`config.mk`:
```
export PLATFORM = sky130hd
export DESIGN_NAME = floor_scheduler_flat
export DESIGN_NICKNAME = d
export VERILOG_FILES = /design/src/rtl/elevator_pkg.sv /design/src/rtl/floor_scheduler_if.sv /design/src/rtl/floor_req_eval.sv /design/src/rtl/floor_scheduler.sv /design/src/flat_wrapper.sv
export SDC_FILE = /design/constraint.sdc
export NUM_CORES = 1
export LEC_CHECK = 0
export BUFFER_PORTS_ARGS = -buffer_cell sky130_fd_sc_hd__buf_2
export CORE_MARGIN = 3
export CORE_UTILIZATION = 45
export CTS_CLUSTER_SIZE = 25
export DETAILED_ROUTE_END_ITERATION = 10
export GPL_ROUTABILITY_DRIVEN = 0
export GPL_TIMING_DRIVEN = 1
export PLACE_DENSITY = 0.73
export SLEW_MARGIN = 20
export SYNTH_ARGS = -nofsm -noshare
export SYNTH_HDL_FRONTEND = slang
export SYNTH_SLANG_ARGS = --single-unit
```
`constraint.sdc`:
```
create_clock -name clock -period 5.27 [get_ports clock]
set_input_delay 1.054 -clock clock [delete_from_list [all_inputs] [get_ports clock]]
set_output_delay 1.054 -clock clock [all_outputs]
set_load 0.005 [all_outputs]
```
`src/rtl/elevator_pkg.sv`:
```
// Shared types and timing defaults for the floor scheduler.
//   state_e   : cabin controller states
//   dir_e     : remembered travel direction
//   cnt_width : width of the shared travel/door down-counter
package elevator_pkg;

   typedef enum logic [2:0] {
      IDLE,
      MOVE_UP,
      MOVE_DOWN,
      DOOR_OPEN,
      HALT
   } state_e;

   typedef enum logic [1:0] {
      DIR_NONE,
      DIR_UP,
      DIR_DOWN
   } dir_e;

   localparam int DEFAULT_BUTTONS_WIDTH = 8;
   localparam int DEFAULT_TRAVEL_CYCLES = 16;
   localparam int DEFAULT_DOOR_CYCLES   = 32;

   // The counter is loaded with (cycles - 1) and counts down to zero, so it
   // only has to hold the larger of the two loads.
   function automatic int cnt_width(input int a, input int b);
      int m;
      m = (a > b) ? a : b;
      return (m < 2) ? 1 : $clog2(m);
   endfunction

endpackage

```
`src/rtl/floor_scheduler_if.sv`:
```
// Request/actuator bundle between the button logic and the floor scheduler.
//   master : button panel / testbench side (drives requests, sees commands)
//   slave  : scheduler side (sees requests, drives clears and actuators)
interface floor_scheduler_if #(
   parameter int BUTTONS_WIDTH = 8
);
   localparam int FW = (BUTTONS_WIDTH > 1) ? $clog2(BUTTONS_WIDTH) : 1;

   logic                     emergency_stop;
   logic [BUTTONS_WIDTH-1:0] active_in_levels;
   logic [BUTTONS_WIDTH-2:0] active_out_up_levels;
   logic [BUTTONS_WIDTH-1:1] active_out_down_levels;

   logic [BUTTONS_WIDTH-1:0] inactivate_in_levels;
   logic [BUTTONS_WIDTH-2:0] inactivate_out_up_levels;
   logic [BUTTONS_WIDTH-1:1] inactivate_out_down_levels;
   logic                     buttons_block;
   logic [FW-1:0]            current_floor;
   logic                     motor_up;
   logic                     motor_down;
   logic                     door_open;

   modport master (
      output emergency_stop, active_in_levels, active_out_up_levels, active_out_down_levels,
      input  inactivate_in_levels, inactivate_out_up_levels, inactivate_out_down_levels,
      input  buttons_block, current_floor, motor_up, motor_down, door_open
   );

   modport slave (
      input  emergency_stop, active_in_levels, active_out_up_levels, active_out_down_levels,
      output inactivate_in_levels, inactivate_out_up_levels, inactivate_out_down_levels,
      output buttons_block, current_floor, motor_up, motor_down, door_open
   );

endinterface

```
`src/rtl/floor_req_eval.sv`:
```
// Combinational request evaluation for one floor.
//   floor_i  : floor being evaluated
//   mode_i   : DIR_UP / DIR_DOWN apply the directional stop test,
//              DIR_NONE treats any request at the floor as a stop
//   in_i/up_i/dn_i : pending cabin, hall-up, hall-down requests
//   above_o/below_o : any request strictly above / below floor_i
//   stop_o   : cabin should stop at floor_i
//   clr_*_o  : active bits at floor_i that a stop here would serve
module floor_req_eval
   import elevator_pkg::*;
#(
   parameter int BUTTONS_WIDTH = 8,
   parameter int FW            = 3
) (
   input  logic [FW-1:0]            floor_i,
   input  dir_e                     mode_i,
   input  logic [BUTTONS_WIDTH-1:0] in_i,
   input  logic [BUTTONS_WIDTH-2:0] up_i,
   input  logic [BUTTONS_WIDTH-1:1] dn_i,
   output logic                     above_o,
   output logic                     below_o,
   output logic                     stop_o,
   output logic [BUTTONS_WIDTH-1:0] clr_in_o,
   output logic [BUTTONS_WIDTH-2:0] clr_up_o,
   output logic [BUTTONS_WIDTH-1:1] clr_dn_o
);

   logic [BUTTONS_WIDTH-1:0] up_full;
   logic [BUTTONS_WIDTH-1:0] dn_full;
   logic [BUTTONS_WIDTH-1:0] req_full;
   logic [BUTTONS_WIDTH-1:0] onehot;
   logic                     here_in;
   logic                     here_up;
   logic                     here_dn;
   logic                     is_top;
   logic                     is_bot;
   logic                     take_up;
   logic                     take_dn;

   always_comb begin
      // no hall-up call exists at the top floor, no hall-down at floor 0
      up_full  = {1'b0, up_i};
      dn_full  = {dn_i, 1'b0};
      req_full = in_i | up_full | dn_full;

      above_o = 1'b0;
      below_o = 1'b0;
      for (int i = 0; i < BUTTONS_WIDTH; i++) begin
         if (i > int'(floor_i)) above_o = above_o | req_full[i];
         if (i < int'(floor_i)) below_o = below_o | req_full[i];
      end

      onehot          = '0;
      onehot[floor_i] = 1'b1;

      here_in = in_i[floor_i];
      here_up = up_full[floor_i];
      here_dn = dn_full[floor_i];
      is_top  = (floor_i == FW'(BUTTONS_WIDTH - 1));
      is_bot  = (floor_i == '0);

      // an opposite-direction hall call is only served when nothing lies ahead
      take_up = (mode_i != DIR_DOWN) | ~below_o;
      take_dn = (mode_i != DIR_UP)   | ~above_o;

      case (mode_i)
         DIR_UP:   stop_o = here_in | here_up | (~above_o & here_dn) | is_top;
         DIR_DOWN: stop_o = here_in | here_dn | (~below_o & here_up) | is_bot;
         default:  stop_o = here_in | here_up | here_dn;
      endcase

      clr_in_o = in_i & onehot;
      clr_up_o = take_up ? (up_i & onehot[BUTTONS_WIDTH-2:0]) : '0;
      clr_dn_o = take_dn ? (dn_i & onehot[BUTTONS_WIDTH-1:1]) : '0;
   end

endmodule

```
`src/rtl/floor_scheduler.sv`:
```
// Single-cabin floor scheduler: picks travel direction from pending calls,
// times floor-to-floor travel and door dwell, and pulses clears for served
// calls. All outputs are registered.
//   clock, an_reset : system clock, async active-low reset
//   bus (slave)     : requests + emergency_stop in; clears, buttons_block,
//                     current_floor, motor_up/motor_down, door_open out
//
// state     | meaning
// IDLE      | cabin parked, choosing next action
// MOVE_UP   | motor_up on, counting one floor of travel
// MOVE_DOWN | motor_down on, counting one floor of travel
// DOOR_OPEN | door open, counting dwell; new local calls restart dwell
// HALT      | emergency stop held, everything off, buttons blocked
module floor_scheduler
   import elevator_pkg::*;
#(
   parameter int BUTTONS_WIDTH = DEFAULT_BUTTONS_WIDTH,
   parameter int TRAVEL_CYCLES = DEFAULT_TRAVEL_CYCLES,
   parameter int DOOR_CYCLES   = DEFAULT_DOOR_CYCLES
) (
   input  logic         clock,
   input  logic         an_reset,
   floor_scheduler_if.slave bus
);

   localparam int FW = (BUTTONS_WIDTH > 1) ? $clog2(BUTTONS_WIDTH) : 1;
   localparam int CW = cnt_width(TRAVEL_CYCLES, DOOR_CYCLES);
   localparam logic [CW-1:0] TRAVEL_LOAD = CW'(TRAVEL_CYCLES - 1);
   localparam logic [CW-1:0] DOOR_LOAD   = CW'(DOOR_CYCLES - 1);

   state_e                   state_q;
   dir_e                     dir_q;
   logic [FW-1:0]            floor_q;
   logic [CW-1:0]            cnt_q;
   logic                     motor_up_q;
   logic                     motor_down_q;
   logic                     door_q;
   logic                     block_q;
   logic [BUTTONS_WIDTH-1:0] clr_in_q;
   logic [BUTTONS_WIDTH-2:0] clr_up_q;
   logic [BUTTONS_WIDTH-1:1] clr_dn_q;

   logic [FW-1:0]            eval_floor_d;
   dir_e                     eval_mode_d;
   logic                     ev_above;
   logic                     ev_below;
   logic                     ev_stop;
   logic [BUTTONS_WIDTH-1:0] ev_clr_in;
   logic [BUTTONS_WIDTH-2:0] ev_clr_up;
   logic [BUTTONS_WIDTH-1:1] ev_clr_dn;
   logic [BUTTONS_WIDTH-1:0] new_in_d;
   logic [BUTTONS_WIDTH-2:0] new_up_d;
   logic [BUTTONS_WIDTH-1:1] new_dn_d;
   logic                     door_new_d;

   // While moving, evaluate the floor the cabin is about to reach so the
   // stop decision lands in the same cycle as the floor update.
   always_comb begin
      eval_floor_d = floor_q;
      eval_mode_d  = DIR_NONE;
      case (state_q)
         MOVE_UP: begin
            eval_floor_d = floor_q + FW'(1);
            eval_mode_d  = DIR_UP;
         end
         MOVE_DOWN: begin
            eval_floor_d = floor_q - FW'(1);
            eval_mode_d  = DIR_DOWN;
         end
         DOOR_OPEN: eval_mode_d = dir_q;
         default: ;
      endcase

      // a bit still high in the cycle its clear is pulsing is not a new press
      new_in_d   = ev_clr_in & ~clr_in_q;
      new_up_d   = ev_clr_up & ~clr_up_q;
      new_dn_d   = ev_clr_dn & ~clr_dn_q;
      door_new_d = |{new_in_d, new_up_d, new_dn_d};
   end

   floor_req_eval #(
      .BUTTONS_WIDTH (BUTTONS_WIDTH),
      .FW            (FW)
   ) u_eval (
      .floor_i  (eval_floor_d),
      .mode_i   (eval_mode_d),
      .in_i     (bus.active_in_levels),
      .up_i     (bus.active_out_up_levels),
      .dn_i     (bus.active_out_down_levels),
      .above_o  (ev_above),
      .below_o  (ev_below),
      .stop_o   (ev_stop),
      .clr_in_o (ev_clr_in),
      .clr_up_o (ev_clr_up),
      .clr_dn_o (ev_clr_dn)
   );

   always_ff @(posedge clock or negedge an_reset) begin
      if (!an_reset) begin
         state_q      <= IDLE;
         dir_q        <= DIR_NONE;
         floor_q      <= '0;
         cnt_q        <= '0;
         motor_up_q   <= 1'b0;
         motor_down_q <= 1'b0;
         door_q       <= 1'b0;
         block_q      <= 1'b0;
         clr_in_q     <= '0;
         clr_up_q     <= '0;
         clr_dn_q     <= '0;
      end else begin
         clr_in_q <= '0;
         clr_up_q <= '0;
         clr_dn_q <= '0;

         if (bus.emergency_stop) begin
            state_q      <= HALT;
            cnt_q        <= '0;
            motor_up_q   <= 1'b0;
            motor_down_q <= 1'b0;
            door_q       <= 1'b0;
            block_q      <= 1'b1;
         end else begin
            case (state_q)
               IDLE: begin
                  if (ev_stop) begin
                     state_q  <= DOOR_OPEN;
                     door_q   <= 1'b1;
                     cnt_q    <= DOOR_LOAD;
                     clr_in_q <= ev_clr_in;
                     clr_up_q <= ev_clr_up;
                     clr_dn_q <= ev_clr_dn;
                  end else if ((ev_above && dir_q != DIR_DOWN) || (ev_above && !ev_below)) begin
                     state_q    <= MOVE_UP;
                     dir_q      <= DIR_UP;
                     motor_up_q <= 1'b1;
                     cnt_q      <= TRAVEL_LOAD;
                  end else if (ev_below) begin
                     state_q      <= MOVE_DOWN;
                     dir_q        <= DIR_DOWN;
                     motor_down_q <= 1'b1;
                     cnt_q        <= TRAVEL_LOAD;
                  end else begin
                     dir_q <= DIR_NONE;
                  end
               end

               MOVE_UP, MOVE_DOWN: begin
                  if (cnt_q != '0) begin
                     cnt_q <= cnt_q - CW'(1);
                  end else begin
                     floor_q <= eval_floor_d;
                     if (ev_stop) begin
                        state_q      <= DOOR_OPEN;
                        motor_up_q   <= 1'b0;
                        motor_down_q <= 1'b0;
                        door_q       <= 1'b1;
                        cnt_q        <= DOOR_LOAD;
                        clr_in_q     <= ev_clr_in;
                        clr_up_q     <= ev_clr_up;
                        clr_dn_q     <= ev_clr_dn;
                     end else if ((state_q == MOVE_UP) ? ev_above : ev_below) begin
                        cnt_q <= TRAVEL_LOAD;
                     end else begin
                        // calls withdrawn mid-travel: park without opening
                        state_q      <= IDLE;
                        motor_up_q   <= 1'b0;
                        motor_down_q <= 1'b0;
                     end
                  end
               end

               DOOR_OPEN: begin
                  if (door_new_d) begin
                     clr_in_q <= new_in_d;
                     clr_up_q <= new_up_d;
                     clr_dn_q <= new_dn_d;
                     cnt_q    <= DOOR_LOAD;
                  end else if (cnt_q != '0) begin
                     cnt_q <= cnt_q - CW'(1);
                  end else begin
                     state_q <= IDLE;
                     door_q  <= 1'b0;
                  end
               end

               HALT: begin
                  state_q <= IDLE;
                  dir_q   <= DIR_NONE;
                  block_q <= 1'b0;
               end

               default: begin
                  state_q <= IDLE;
                  dir_q   <= DIR_NONE;
               end
            endcase
         end
      end
   end

   assign bus.inactivate_in_levels       = clr_in_q;
   assign bus.inactivate_out_up_levels   = clr_up_q;
   assign bus.inactivate_out_down_levels = clr_dn_q;
   assign bus.buttons_block              = block_q;
   assign bus.current_floor              = floor_q;
   assign bus.motor_up                   = motor_up_q;
   assign bus.motor_down                 = motor_down_q;
   assign bus.door_open                  = door_q;

endmodule

```
`src/flat_wrapper.sv`:
```
// flat-port wrapper written by rule: the top's interface ports become plain ports
module floor_scheduler_flat import elevator_pkg::*;
#(
   parameter int BUTTONS_WIDTH = DEFAULT_BUTTONS_WIDTH,
   parameter int TRAVEL_CYCLES = DEFAULT_TRAVEL_CYCLES,
   parameter int DOOR_CYCLES   = DEFAULT_DOOR_CYCLES
)
  (clock, an_reset, bus_emergency_stop, bus_active_in_levels, bus_active_out_up_levels, bus_active_out_down_levels, bus_inactivate_in_levels, bus_inactivate_out_up_levels, bus_inactivate_out_down_levels, bus_buttons_block, bus_current_floor, bus_motor_up, bus_motor_down, bus_door_open);
  floor_scheduler_if #(.BUTTONS_WIDTH(BUTTONS_WIDTH)) bus_i ();
  input  logic clock;
  input  logic an_reset;
  input wire logic [$bits(bus_i.emergency_stop)-1:0] bus_emergency_stop;
  input wire logic [$bits(bus_i.active_in_levels)-1:0] bus_active_in_levels;
  input wire logic [$bits(bus_i.active_out_up_levels)-1:0] bus_active_out_up_levels;
  input wire logic [$bits(bus_i.active_out_down_levels)-1:0] bus_active_out_down_levels;
  output wire logic [$bits(bus_i.inactivate_in_levels)-1:0] bus_inactivate_in_levels;
  output wire logic [$bits(bus_i.inactivate_out_up_levels)-1:0] bus_inactivate_out_up_levels;
  output wire logic [$bits(bus_i.inactivate_out_down_levels)-1:0] bus_inactivate_out_down_levels;
  output wire logic [$bits(bus_i.buttons_block)-1:0] bus_buttons_block;
  output wire logic [$bits(bus_i.current_floor)-1:0] bus_current_floor;
  output wire logic [$bits(bus_i.motor_up)-1:0] bus_motor_up;
  output wire logic [$bits(bus_i.motor_down)-1:0] bus_motor_down;
  output wire logic [$bits(bus_i.door_open)-1:0] bus_door_open;
  assign bus_i.emergency_stop = bus_emergency_stop;
  assign bus_i.active_in_levels = bus_active_in_levels;
  assign bus_i.active_out_up_levels = bus_active_out_up_levels;
  assign bus_i.active_out_down_levels = bus_active_out_down_levels;
  assign bus_inactivate_in_levels = bus_i.inactivate_in_levels;
  assign bus_inactivate_out_up_levels = bus_i.inactivate_out_up_levels;
  assign bus_inactivate_out_down_levels = bus_i.inactivate_out_down_levels;
  assign bus_buttons_block = bus_i.buttons_block;
  assign bus_current_floor = bus_i.current_floor;
  assign bus_motor_up = bus_i.motor_up;
  assign bus_motor_down = bus_i.motor_down;
  assign bus_door_open = bus_i.door_open;
  floor_scheduler #(.BUTTONS_WIDTH(BUTTONS_WIDTH), .TRAVEL_CYCLES(TRAVEL_CYCLES), .DOOR_CYCLES(DOOR_CYCLES)) u_core (.clock(clock), .an_reset(an_reset), .bus(bus_i));
endmodule
```
# Yosys cells after proc, flatten, opt, wreduce, memory -nomap -nowiden
# Index checks and enable logic that the tools add are counted.
[word_totals]
regBits = 39
latchBits = 0
ramBits = 0
mem_bits_ro = 0
in_bits = 25
out_inout_bits = 29
elab_cells = 199
n_memories = 0
[op_classes]
addsub = 3
n_mul = 0
n_div = 0
n_lt_le_gt_ge = 16
eq_ne = 22
n_shift = 0
mux = 87
bitwise_logic = 39
n_reduce_logical = 21
[op_table]
columns = ["operator", "n"]
rows = [
  ["$mux W7", 10],
  ["$mux W5", 9],
  ["$pmux W7 S3", 2],
  ["$mux W1", 36],
  ["$mux W8", 4],
  ["$and A7 B7 Y7", 4],
  ["$mux W3", 9],
  ["$pmux W8 S3", 1],
  ["$reduce_or A22 Y1", 1],
  ["$or A1 B1 Y1", 21],
  ["$and A8 B8 Y8", 2],
  ["$ne A3 B3 Y1 const B", 5],
  ["$pmux W5 S3", 1],
  ["$not A7 Y7", 2],
  ["$gt A3 B3 Y1 const A", 4],
  ["$ne A5 B2 Y1 const B", 2],
  ["$reduce_and A5 Y1", 2],
  ["$bmux W1 S3", 3],
  ["$lt A3 B3 Y1 const A", 3],
  ["$pmux W3 S3", 1],
  ["$not A8 Y8", 1],
  ["$or A8 B7 Y8", 1],
  ["$or A8 B8 Y8", 1],
  ["$reduce_and A4 Y1", 2],
  ["other kinds (40)", 61],
]

# Logic depth before layout (Yosys ltp)
# Gate-level depths: netlist of the first run.
[logic_depth]
ltp_word = 25
depth_mapped = 20
ltp_nobuf = 16

# By module
# From an unflattened synthesis of the first run, not the netlist that was laid out.
[unflattened]
cells_unflattened = 352
hier_area_um2 = 3103.0
[by_module_without_submodules]
columns = ["mod", "n_inst", "cells_per_inst", "area_each_um2", "seq_area_each_um2"]
rows = [
  ["floor_scheduler", 1, 250, 2388.5, 975.9],
  ["floor_req_eval", 1, 102, 714.4, 0.0],
]

# Worst setup path before layout of the first run
# OpenSTA, ideal clock, no wires.
[synth_path]
path_kind = "register -> register"
start = "register u_core.state_q[2]"
end = "register u_core.cnt_q[2]"
setup_time_ps = 99
arrival_ps = 3982
required_time_ps = 5171
slack_ps = 1188
stages_incl_launch_ff = 20
n_path_buf = 3
period_less_slack_ps = 4082
cell_sequence = "dfrtp_1 -> inv_1 -> clkbuf_1 -> nand2_1 -> nor2_1 -> xor2_1 -> ha_1 -> or4b_4 -> o221ai_4 -> and2_4 -> buf_6 -> nand4_2 -> and4_4 -> o31a_1 -> a31oi_1 -> o21ai_1 -> buf_6 -> a221oi_4 -> a21oi_1 -> a311oi_1"
[synth_between]
elab_chain_len = 25
elab_cells_between_ends = 104
cone_classes = "order compare: 16; eq/ne: 11; mux: 35; bitwise: 31; reduce/logical: 11"
[synth_lines]
columns = ["item", "line", "source"]
rows = [
  ["start, declared", "floor_scheduler.sv:31", "state_e state_q;"],
  ["start signal, assigned", "floor_scheduler.sv:100", "state_q <= IDLE;"],
  ["start signal, assigned", "floor_scheduler.sv:117", "state_q <= HALT;"],
  ["start signal, assigned", "floor_scheduler.sv:127", "state_q <= DOOR_OPEN;"],
  ["$eq A3 B2 Y1 / $eq A3 B1 Y1 (equally long branches)", "floor_scheduler.sv:61, floor_scheduler.sv:124, floor_scheduler.sv:162", ""],
  ["$pmux W3 S2", "floor_scheduler.sv:61", "case (state_q)"],
  ["$lt A1 B3 Y1 / $gt A1 B3 Y1 (equally long branches)", "floor_req_eval.sv:50, floor_req_eval.sv:49", ""],
  ["$mux W1 (on tied branches)", "floor_req_eval.sv:50, floor_req_eval.sv:49", ""],
  ["$or A1 B1 Y1 (on tied branches)", "floor_req_eval.sv:50, floor_req_eval.sv:49", ""],
  ["$mux W1 (on tied branches)", "floor_req_eval.sv:50, floor_req_eval.sv:49", ""],
  ["$or A1 B1 Y1 (on tied branches)", "floor_req_eval.sv:50, floor_req_eval.sv:49", ""],
  ["$mux W1 (on tied branches)", "floor_req_eval.sv:50, floor_req_eval.sv:49", ""],
  ["[... 8 more ...]", "--", ""],
  ["$not A1 Y1 (on tied branches)", "--", ""],
  ["$and A1 B1 Y1 (on tied branches)", "floor_req_eval.sv:68, floor_req_eval.sv:67", ""],
  ["$or A1 B1 Y1 (on tied branches) (2 in a row)", "floor_req_eval.sv:68, floor_req_eval.sv:67", ""],
  ["$pmux W1 S2", "floor_req_eval.sv:66", "case (mode_i)"],
  ["$mux W5", "floor_scheduler.sv:153", "if (ev_stop) begin"],
  ["$mux W5", "floor_scheduler.sv:149", "if (cnt_q != '0) begin"],
  ["$pmux W5 S3", "floor_scheduler.sv:124", "case (state_q)"],
  ["$mux W5", "floor_scheduler.sv:116", "if (bus.emergency_stop) begin"],
  ["end signal, assigned", "floor_scheduler.sv:150", "cnt_q <= cnt_q - CW'(1);"],
  ["end signal, assigned", "floor_scheduler.sv:180", "cnt_q <= cnt_q - CW'(1);"],
  ["end, declared", "floor_scheduler.sv:34", "logic [CW-1:0] cnt_q;"],
]
# Several ways; a longest one is shown, not always the timed one. The select of a mux whose other input is x is not followed.
# A chain may end at the register's enable or synchronous reset.

# Worst setup path after layout of the first run
[layout_path]
start = "register u_core.state_q[0]"
end = "register u_core.clr_dn_q, in the netlist u_core.bus.inactivate_out_down_levels[2]"
[layout_between]
elab_chain_len = 25
elab_cells_between_ends = 92
cone_classes = "order compare: 16; eq/ne: 8; mux: 32; bitwise: 31; reduce/logical: 5"
[layout_lines]
columns = ["item", "line", "source"]
rows = [
  ["$eq A3 B2 Y1 / $eq A3 B1 Y1 (equally long branches)", "floor_scheduler.sv:61, floor_scheduler.sv:124", ""],
  ["$pmux W3 S2", "floor_scheduler.sv:61", ""],
  ["$lt A1 B3 Y1 / $gt A1 B3 Y1 (equally long branches)", "floor_req_eval.sv:50, floor_req_eval.sv:49", ""],
  ["$mux W1 (on tied branches)", "floor_req_eval.sv:50, floor_req_eval.sv:49", ""],
  ["$or A1 B1 Y1 (on tied branches)", "floor_req_eval.sv:50, floor_req_eval.sv:49", ""],
  ["$mux W1 (on tied branches)", "floor_req_eval.sv:50, floor_req_eval.sv:49", ""],
  ["$or A1 B1 Y1 (on tied branches)", "floor_req_eval.sv:50, floor_req_eval.sv:49", ""],
  ["$mux W1 (on tied branches)", "floor_req_eval.sv:50, floor_req_eval.sv:49", ""],
  ["[... 8 more ...]", "--", ""],
  ["$not A1 Y1 (on tied branches)", "--", ""],
  ["$and A1 B1 Y1 (on tied branches)", "floor_req_eval.sv:68, floor_req_eval.sv:67", ""],
  ["$or A1 B1 Y1 (on tied branches) (2 in a row)", "floor_req_eval.sv:68, floor_req_eval.sv:67", ""],
  ["$pmux W1 S2", "floor_req_eval.sv:66", ""],
  ["$mux W7", "floor_scheduler.sv:126, floor_scheduler.sv:153", ""],
  ["$mux W7", "floor_scheduler.sv:149", ""],
  ["$pmux W7 S3 *", "floor_scheduler.sv:124", ""],
  ["$mux W7 *", "floor_scheduler.sv:116", ""],
  ["end signal, assigned", "floor_scheduler.sv:132", "clr_dn_q <= ev_clr_dn;"],
  ["end signal, assigned", "floor_scheduler.sv:161", "clr_dn_q <= ev_clr_dn;"],
  ["end signal, assigned", "floor_scheduler.sv:177", "clr_dn_q <= new_dn_d;"],
  ["end, declared", "floor_scheduler.sv:41", "logic [BUTTONS_WIDTH-1:1] clr_dn_q;"],
]
# Mark *: on every way between the ends. The rest lies on a longest branch, timed or not. The select of a mux whose other input is x is not followed.

==> run metrics, run 1 <==
first drt pass iteration count=6; worst path cell trace=nor2_1 -> xor2_1 -> ha_1 -> nor4_1 -> a2bb2oi_1 -> a32oi_1 -> and4_4 -> o31a_1 -> a31oi_1 -> o21ai_1 -> or3_1 -> o21ai_0 -> nor4b_2; core box area=6570 µm²; DIE WIDTH=89.8 µm; Post CTS Setup Buffer Count=0; critical path's largest stage delay=0.72 ns; antenna violations before repair=0; worst path required time=5.46 ns; Max Cap Violations=0; Min Hold Slack=0.476 ns; slowest cell on the critical path=nor4_1; crit end category=register; leakage=1.58 nW; Layout Nets=457; synth unique cells=79; CP startpoint=u_core.state_q[0]; clock sinks=39; r2r endpoint=u_core.bus.inactivate_out_down_levels[2]; Yosys reg bits=39; maximum vdd drop=188 µV; Finished Layout Cells=522; Post-Syn Instances=382; WP data arrival=4.94 ns; CP top delay family=simple AND/OR/NAND/NOR gates; Yosys warnings=0; most common cell after layout, fill and taps aside=buf_2; fin crit share=90.1%; Main synth FF type=dfrtp_1; WL final=10.1 mm; largest net degree at the start of global routing=40; # rows=29; worst skew pair latency=0.30 ns; Synth Net Count=411; Worst-path clk slew=0.09 ns; worst slew pin tran=0.878 ns; Final Max Slew Viols=0; CP startpoint kind=register; Max Fclk=211 MHz; vias in the first global route=3218; crit path to=u_core.bus.inactivate_out_down_levels[2]; CTS max path bufs=2; Syn Area/Cell=8.28 µm²; TNS Setup=0 ns; diode count=0; Via Count=3485; Inserted Clock Buffers=5; Post-synth EDFFs=0; final hold violation count=0; first-pass GRT wire length=16.6 mm; most frequent cells in the layout=buf_2, dfrtp_1, nor2_1; area grow syn2layout=13.0%; Die Y=89.8 µm; Clock Skew=0.00795 ns; Total GRT Usage=24.5%; remaining global-route overflow=0; Power Total=1.89 mW; Pwr Density=530 nW/µm²; # setup viols final=0; Initial DRC Count=449; RSZ-0062 raised after global routing=false; Detail Placement HPWL=7.53 mm; Starting Density=48.1%; CTS resizes=0; Mapped Area=3160 µm²; DRT antenna net count=0; Post-synth ARST share=100%; post-route minimum period=4.75 ns; R2R Setup Slk=0.52 ns; status=complete, no violations; CTS Root Cell=clkbuf_8; max_slew headroom=41.4%; CTS tree=done; Placed Cells incl. Taps=514; mean routed wirelength per cell=19.4 µm; H-tree depth=2; cell depth of the worst setup path=13; PortBufs=53; Die ar.=8070 µm²; CP bufs+invs=0; critical path type=reg -> reg; Remaining DRCs=0; layout cells sized above 1=20.5%; worst hold path type=reg -> reg; Seq/Total Area, Yosys=30.9%; CTS Hold Bufs=0; CP Max Fanout=22; reg-to-reg critical path startpoint=u_core.state_q[0]; worst reg2reg path depth=13; number of vias per cell=6.68; Boundary Pins=54
cells by family after synthesis:
logic type	synth area share (%)
AO/OA/AOI/OAI	29.5
XOR/XNOR	1.58
adder cells (fa/ha/maj)	1.58
buffers and inverters	6.17
flip-flops	30.9
multiplexers	1.94
AND/OR/NAND/NOR	28.4
cell usage after synthesis (2+ instances only):
master     instances  area [µm²]
and4_1            13         114
a211oi_1           4        30.0
o31a_1             2        17.5
nand3_1            4        20.0
nor2_1            29         109
buf_6              3        33.8
nand3b_1           6        45.0
inv_1             21        78.8
o21a_1             7        52.6
a32oi_1            5        43.8
a31oi_1            4        25.0
o32a_1             3        30.0
nor3b_1            2        15.0
or4_1              5        37.5
or3_1              2        12.5
mux2i_1            5        50.1
o21ai_1            5        25.0
and3b_1            2        17.5
nand2b_1          11        68.8
a311oi_1           3        26.3
a21oi_1           25         125
o211ai_1           2        15.0
a221o_1            2        20.0
o21ai_0           25         125
a41o_1             2        20.0
a22oi_1            3        22.5
o22ai_1            4        25.0
clkbuf_1          13        48.8
and3_1             4        25.0
and2_1             6        37.5
o31ai_1            2        15.0
buf_2              3        15.0
ha_1               4        50.1
or2_2              5        31.3
nor2b_1            4        25.0
nand2_1           28         105
a2bb2oi_1          3        26.3
a221oi_1           4        35.0
nor3_1            23         115
a21o_1             3        22.5
dfrtp_1           39         976
nand4_1            3        18.8
buf_4              2        15.0
nor4b_1            2        17.5
registers in the layout, summed over array words and instances, names as in the netlist:
signal                                 count
u_core.bus.inactivate_in_levels            8
u_core.bus.inactivate_out_down_levels      7
u_core.bus.inactivate_out_up_levels        7
u_core.cnt_q                               5
u_core.bus.current_floor                   3
u_core.state_q                             3
u_core.dir_q                               2
u_core.bus.buttons_block                   1
u_core.bus.door_open                       1
u_core.bus.motor_down                      1
u_core.bus.motor_up                        1
worst min path at each step:
stage / startpoint / end / slack (ns) / cells after the start
after global placement: u_core.bus.buttons_block / u_core.bus.buttons_block / 0.46 / 1
after global routing: u_core.bus.buttons_block / u_core.bus.buttons_block / 0.52 / 1
after detailed placement: u_core.bus.buttons_block / u_core.bus.buttons_block / 0.46 / 1
after floorplan: u_core.cnt_q[3] / u_core.cnt_q[3] / 0.46 / 1
final: u_core.bus.buttons_block / u_core.bus.buttons_block / 0.48 / 1
after CTS: u_core.bus.buttons_block / u_core.bus.buttons_block / 0.48 / 1
where the power goes:
group | leakage, nW | switching [mW] | total [mW] | internal (mW)
Combinational | 1.02 | 0.813 | 1.28 | 0.467
Sequential | 0.521 | 0.0595 | 0.405 | 0.345
Clock | 0.0402 | 0.115 | 0.208 | 0.0922
Total | 1.58 | 0.988 | 1.89 | 0.905
worst register-to-register path, delay by kind of cell (launching register included):
kind | cells | cell delay (ns)
and+or+nand+nor | 5 | 2.02
adders and majority gates | 1 | 0.40
AOI/OAI and AO/OA | 6 | 1.38
xor gates and xnor gates | 1 | 0.16
DFF | 1 | 0.68
final cells by class:
class | count | area (µm²)
Multi-Input combinational cell | 300 | 1990
Inverter | 22 | 82.6
Clock buffer | 5 | 68.8
Sequential cell | 39 | 976
Tap cell | 93 | 116
Timing Repair Buffer | 60 | 318
Fill cell | 602 | 3000
Clock inverter | 3 | 20.0
metrics by stage:
stage          utilization (%)  area, µm²  worst slack (ns)
3_5_place_dp              53.0       3480             0.700
4_1_cts                   54.4       3570             0.670
2_1_floorplan                -       3160              1.19
6_report                  54.4       3570             0.521
3_3_place_gp              53.0       3480             0.833
5_1_grt                   54.4       3570             0.261
metal layers:
| metal | global-route usage [%] | share of wire, % | vias to the layer above |
|---|---|---|---|
| li1 | - | - | 1548 |
| met1 | 35.5 | 42 | 1649 |
| met2 | 36.8 | 44 | 250 |
| met3 | 4.42 | 10 | 38 |
| met4 | 7.92 | 3.2 | 0 |
| met5 | 0 | 0 | - |
(Power assumes the default switching activity.)
==> run 2, diff against run 1 <==
--- a/config.mk
+++ b/config.mk
@@ -5,6 +5,7 @@
 export SDC_FILE = /design/constraint.sdc
 export NUM_CORES = 1
 export LEC_CHECK = 0
+export ABC_AREA = 1
 export BUFFER_PORTS_ARGS = -buffer_cell sky130_fd_sc_hd__buf_2
 export CORE_MARGIN = 3
 export CORE_UTILIZATION = 45
==> run 2 against run 1 <==
Against the previous run:
- clock-buffer cell count increased by 1
- highest routed layer unchanged
- final cell count rose by 17%
- critical path type unchanged
- sequential cell count did not move
- critical path depth up 14
==> run metrics, run 2 <==
status=complete, no violations; DIE WIDTH=89.5 µm; Pwr Density=440 nW/µm²; Post-Synth Adder-Cell Area=1.60%; Met3 Wirelength=602 µm; post-synthesis compound-gate area fraction=11.1%; CP Max Fanout=22; Post-Synth XOR/XNOR Area=0.559%; Mapped Area=3140 µm²; # fillers=647; DRT antenna net count=0; CTS max path bufs=2; WL final=8.30 mm; Post CTS Setup Buffer Count=0; Post-Syn Instances=480; clock sinks=39; Syn Area/Cell=6.53 µm²; worst hold path type=reg -> reg; CP startpoint kind=register; Top Layer Used=met4; worst reg2reg path depth=27; fin crit share=74.3%; max_slew headroom=33.2%; Initial DRC Count=239; worst hold path depth=2; CTS Hold Bufs=0; Detail Placement HPWL=6.55 mm; layout cells sized above 1=20.8%; WL met1=3.66 mm; max reg flops=8; critical path type=reg -> reg; Yosys reg bits=39; Via Count=3206; most used cell, CP=nand2_1; Flop pwr share=25.5%; synth top area cells=dfrtp_1, nand2_1, inv_1, nand3_1, nor2_1; leakage=1.82 nW; Post-Synth Simple-Gate Area=43.1%; vias in the first global route=3022; R2R Setup Slk=1.35 ns; Max Fclk=255 MHz; Power Total=1.55 mW; Main synth FF type=dfrtp_1; worst skew pair latency=0.30 ns; area grow syn2layout=12.3%; Clock Skew=0.0134 ns; cell internal pwr=0.736 mW; Final Max Slew Viols=0; core box area=6530 µm²; reg-to-reg critical path startpoint=u_core.state_q[2]; Max Cap Violations=0; PortBufs=53; maximum vdd drop=240 µV; Worst-path clk slew=0.07 ns; met2 wire len=3.85 mm; number of vias per cell=5.26; Min Hold Slack=0.476 ns; WHS Endpoint=u_core.bus.motor_down; first drt pass iteration count=7; Clk pwr share=13.1%; most frequent cell after synthesis=nand2_1; largest net degree at the start of global routing=40; worst path required time=5.45 ns; Post-synth EDFFs=0; RSZ-0062 raised after global routing=false; Total GRT Usage=22.2%; # rows=29; CTS resizes=0; CTS Root Cell=clkbuf_8; hold path startpoint=u_core.bus.motor_down; Post-Route Utilization=53.9%; # setup viols final=0; Post-synth ARST share=100%; synth unique cells=39; Yosys warnings=0; largest family of logic cells by synthesized area=simple AND/OR/NAND/NOR gates; diode count=0; Finished Layout Cells=610; Remaining DRCs=0; most common cell after layout, fill and taps aside=nand2_1; combinational power share=61.4%; mean routed wirelength per cell=13.6 µm; TNS Setup=0 ns; Switching Share=52.5%; Inserted Clock Buffers=5; worst slew pin tran=1.00 ns; sw power=0.815 mW; remaining global-route overflow=0; post-route minimum period=3.92 ns; antenna violations before repair=0; Boundary Pins=54; crit end category=register; H-tree depth=2; WP data arrival=4.09 ns; Die ar.=8010 µm²; Starting Density=48.0%; most frequent cells in the layout=nand2_1, inv_1, buf_2; top cell type by total area after synthesis=dfrtp_1; r2r endpoint=u_core.bus.inactivate_out_up_levels[0]; critical path's largest stage delay=0.73 ns; Commonest cells post-synth=nand2_1, inv_1, nor2_1, nand3_1, dfrtp_1; Seq/Total Area, Yosys=31.1%; mux contribution to synthesized area=0%; Synth Net Count=509; final hold violation count=0; slowest cell on the critical path=nand2_1; post-synth top area share=31.1%; first-pass GRT wire length=13.8 mm; Layout Nets=561; CTS tree=done; Placed Cells incl. Taps=602; Die Y=89.5 µm
[run 2: cell count changes after synthesis, moves of 7 or more]
cell and delta:
a21oi_2 +9, and4_1 -13, clkbuf_1 -9, inv_1 +57
nand2_1 +99, nand2_2 +14, nand2b_1 -11, nand3_1 +43
nor2_1 +22, nor3_1 -15, o21a_1 -7, o21ai_0 -11
[run 2: worst max-delay path: cells and delay by family (launching register included)]
kind / cells / cell delay, ns
AOI/OAI and AO/OA: 2 / 0.26
adders and majority gates: 1 / 0.16
buffers and inverters: 6 / 0.53
DFF: 1 / 0.44
and+or+nand+nor: 18 / 2.39
[run 2: cell type report]
class | count | area (µm²) | share of cell area [%]
clock inverters | 2 | 12.5 | 0.355
inverters | 86 | 325 | 9.24
multi-input cells | 346 | 1770 | 50.2
flip-flops and latches | 39 | 976 | 27.7
repair buffers | 54 | 273 | 7.74
well taps | 77 | 96.3 | 2.74
clock buffers | 6 | 72.6 | 2.06
[run 2: worst max path at each step]
stage                                 start                                  endpoint  slack (ns)  cells past startpoint
after global placement    u_core.state_q[2]    u_core.bus.inactivate_out_up_levels[0]        1.54                     27
after global routing      u_core.state_q[2]    u_core.bus.inactivate_out_up_levels[0]        0.75                     27
after detailed placement  u_core.state_q[2]    u_core.bus.inactivate_out_up_levels[0]        1.39                     27
after floorplan           u_core.state_q[1]  u_core.bus.inactivate_out_down_levels[1]        2.35                     31
final                     u_core.state_q[2]    u_core.bus.inactivate_out_up_levels[0]        1.35                     27
after CTS                 u_core.state_q[2]    u_core.bus.inactivate_out_up_levels[0]        1.39                     27
[run 2: per-stage QoR]
| step | setup WS, ns | cell area [µm²] |
|---|---|---|
| 2_1_floorplan | 2.35 | 3140 |
| 3_3_place_gp | 1.54 | 3440 |
| 3_5_place_dp | 1.39 | 3440 |
| 4_1_cts | 1.39 | 3520 |
| 5_1_grt | 0.747 | 3520 |
| 6_report | 1.35 | 3520 |
[run 2: cells by family after synthesis]
| family | count (synthesis) |
|---|---|
| buf+inv | 95 |
| flops | 39 |
| compound gates | 57 |
| simple gates | 283 |
| fa+ha+maj | 4 |
| xor+xnor | 2 |
[run 2: metal layers]
metal	vias to the layer above	global-route usage, %
met2	135	37.2
met4	0	7.85
met1	1449	29.0
met5	-	0
li1	1607	-
met3	15	3.23
[run 2: power by group through the flow]
stage | clock [mW] | sequential (mW) | combinational (mW)
after global routing | 0.218 | 0.402 | 1.10
after floorplan | 0 | 0.394 | 0.754
after detailed placement | 0 | 0.400 | 0.941
final | 0.203 | 0.395 | 0.953
after global placement | 0 | 0.400 | 0.929
after CTS | 0.210 | 0.394 | 0.946
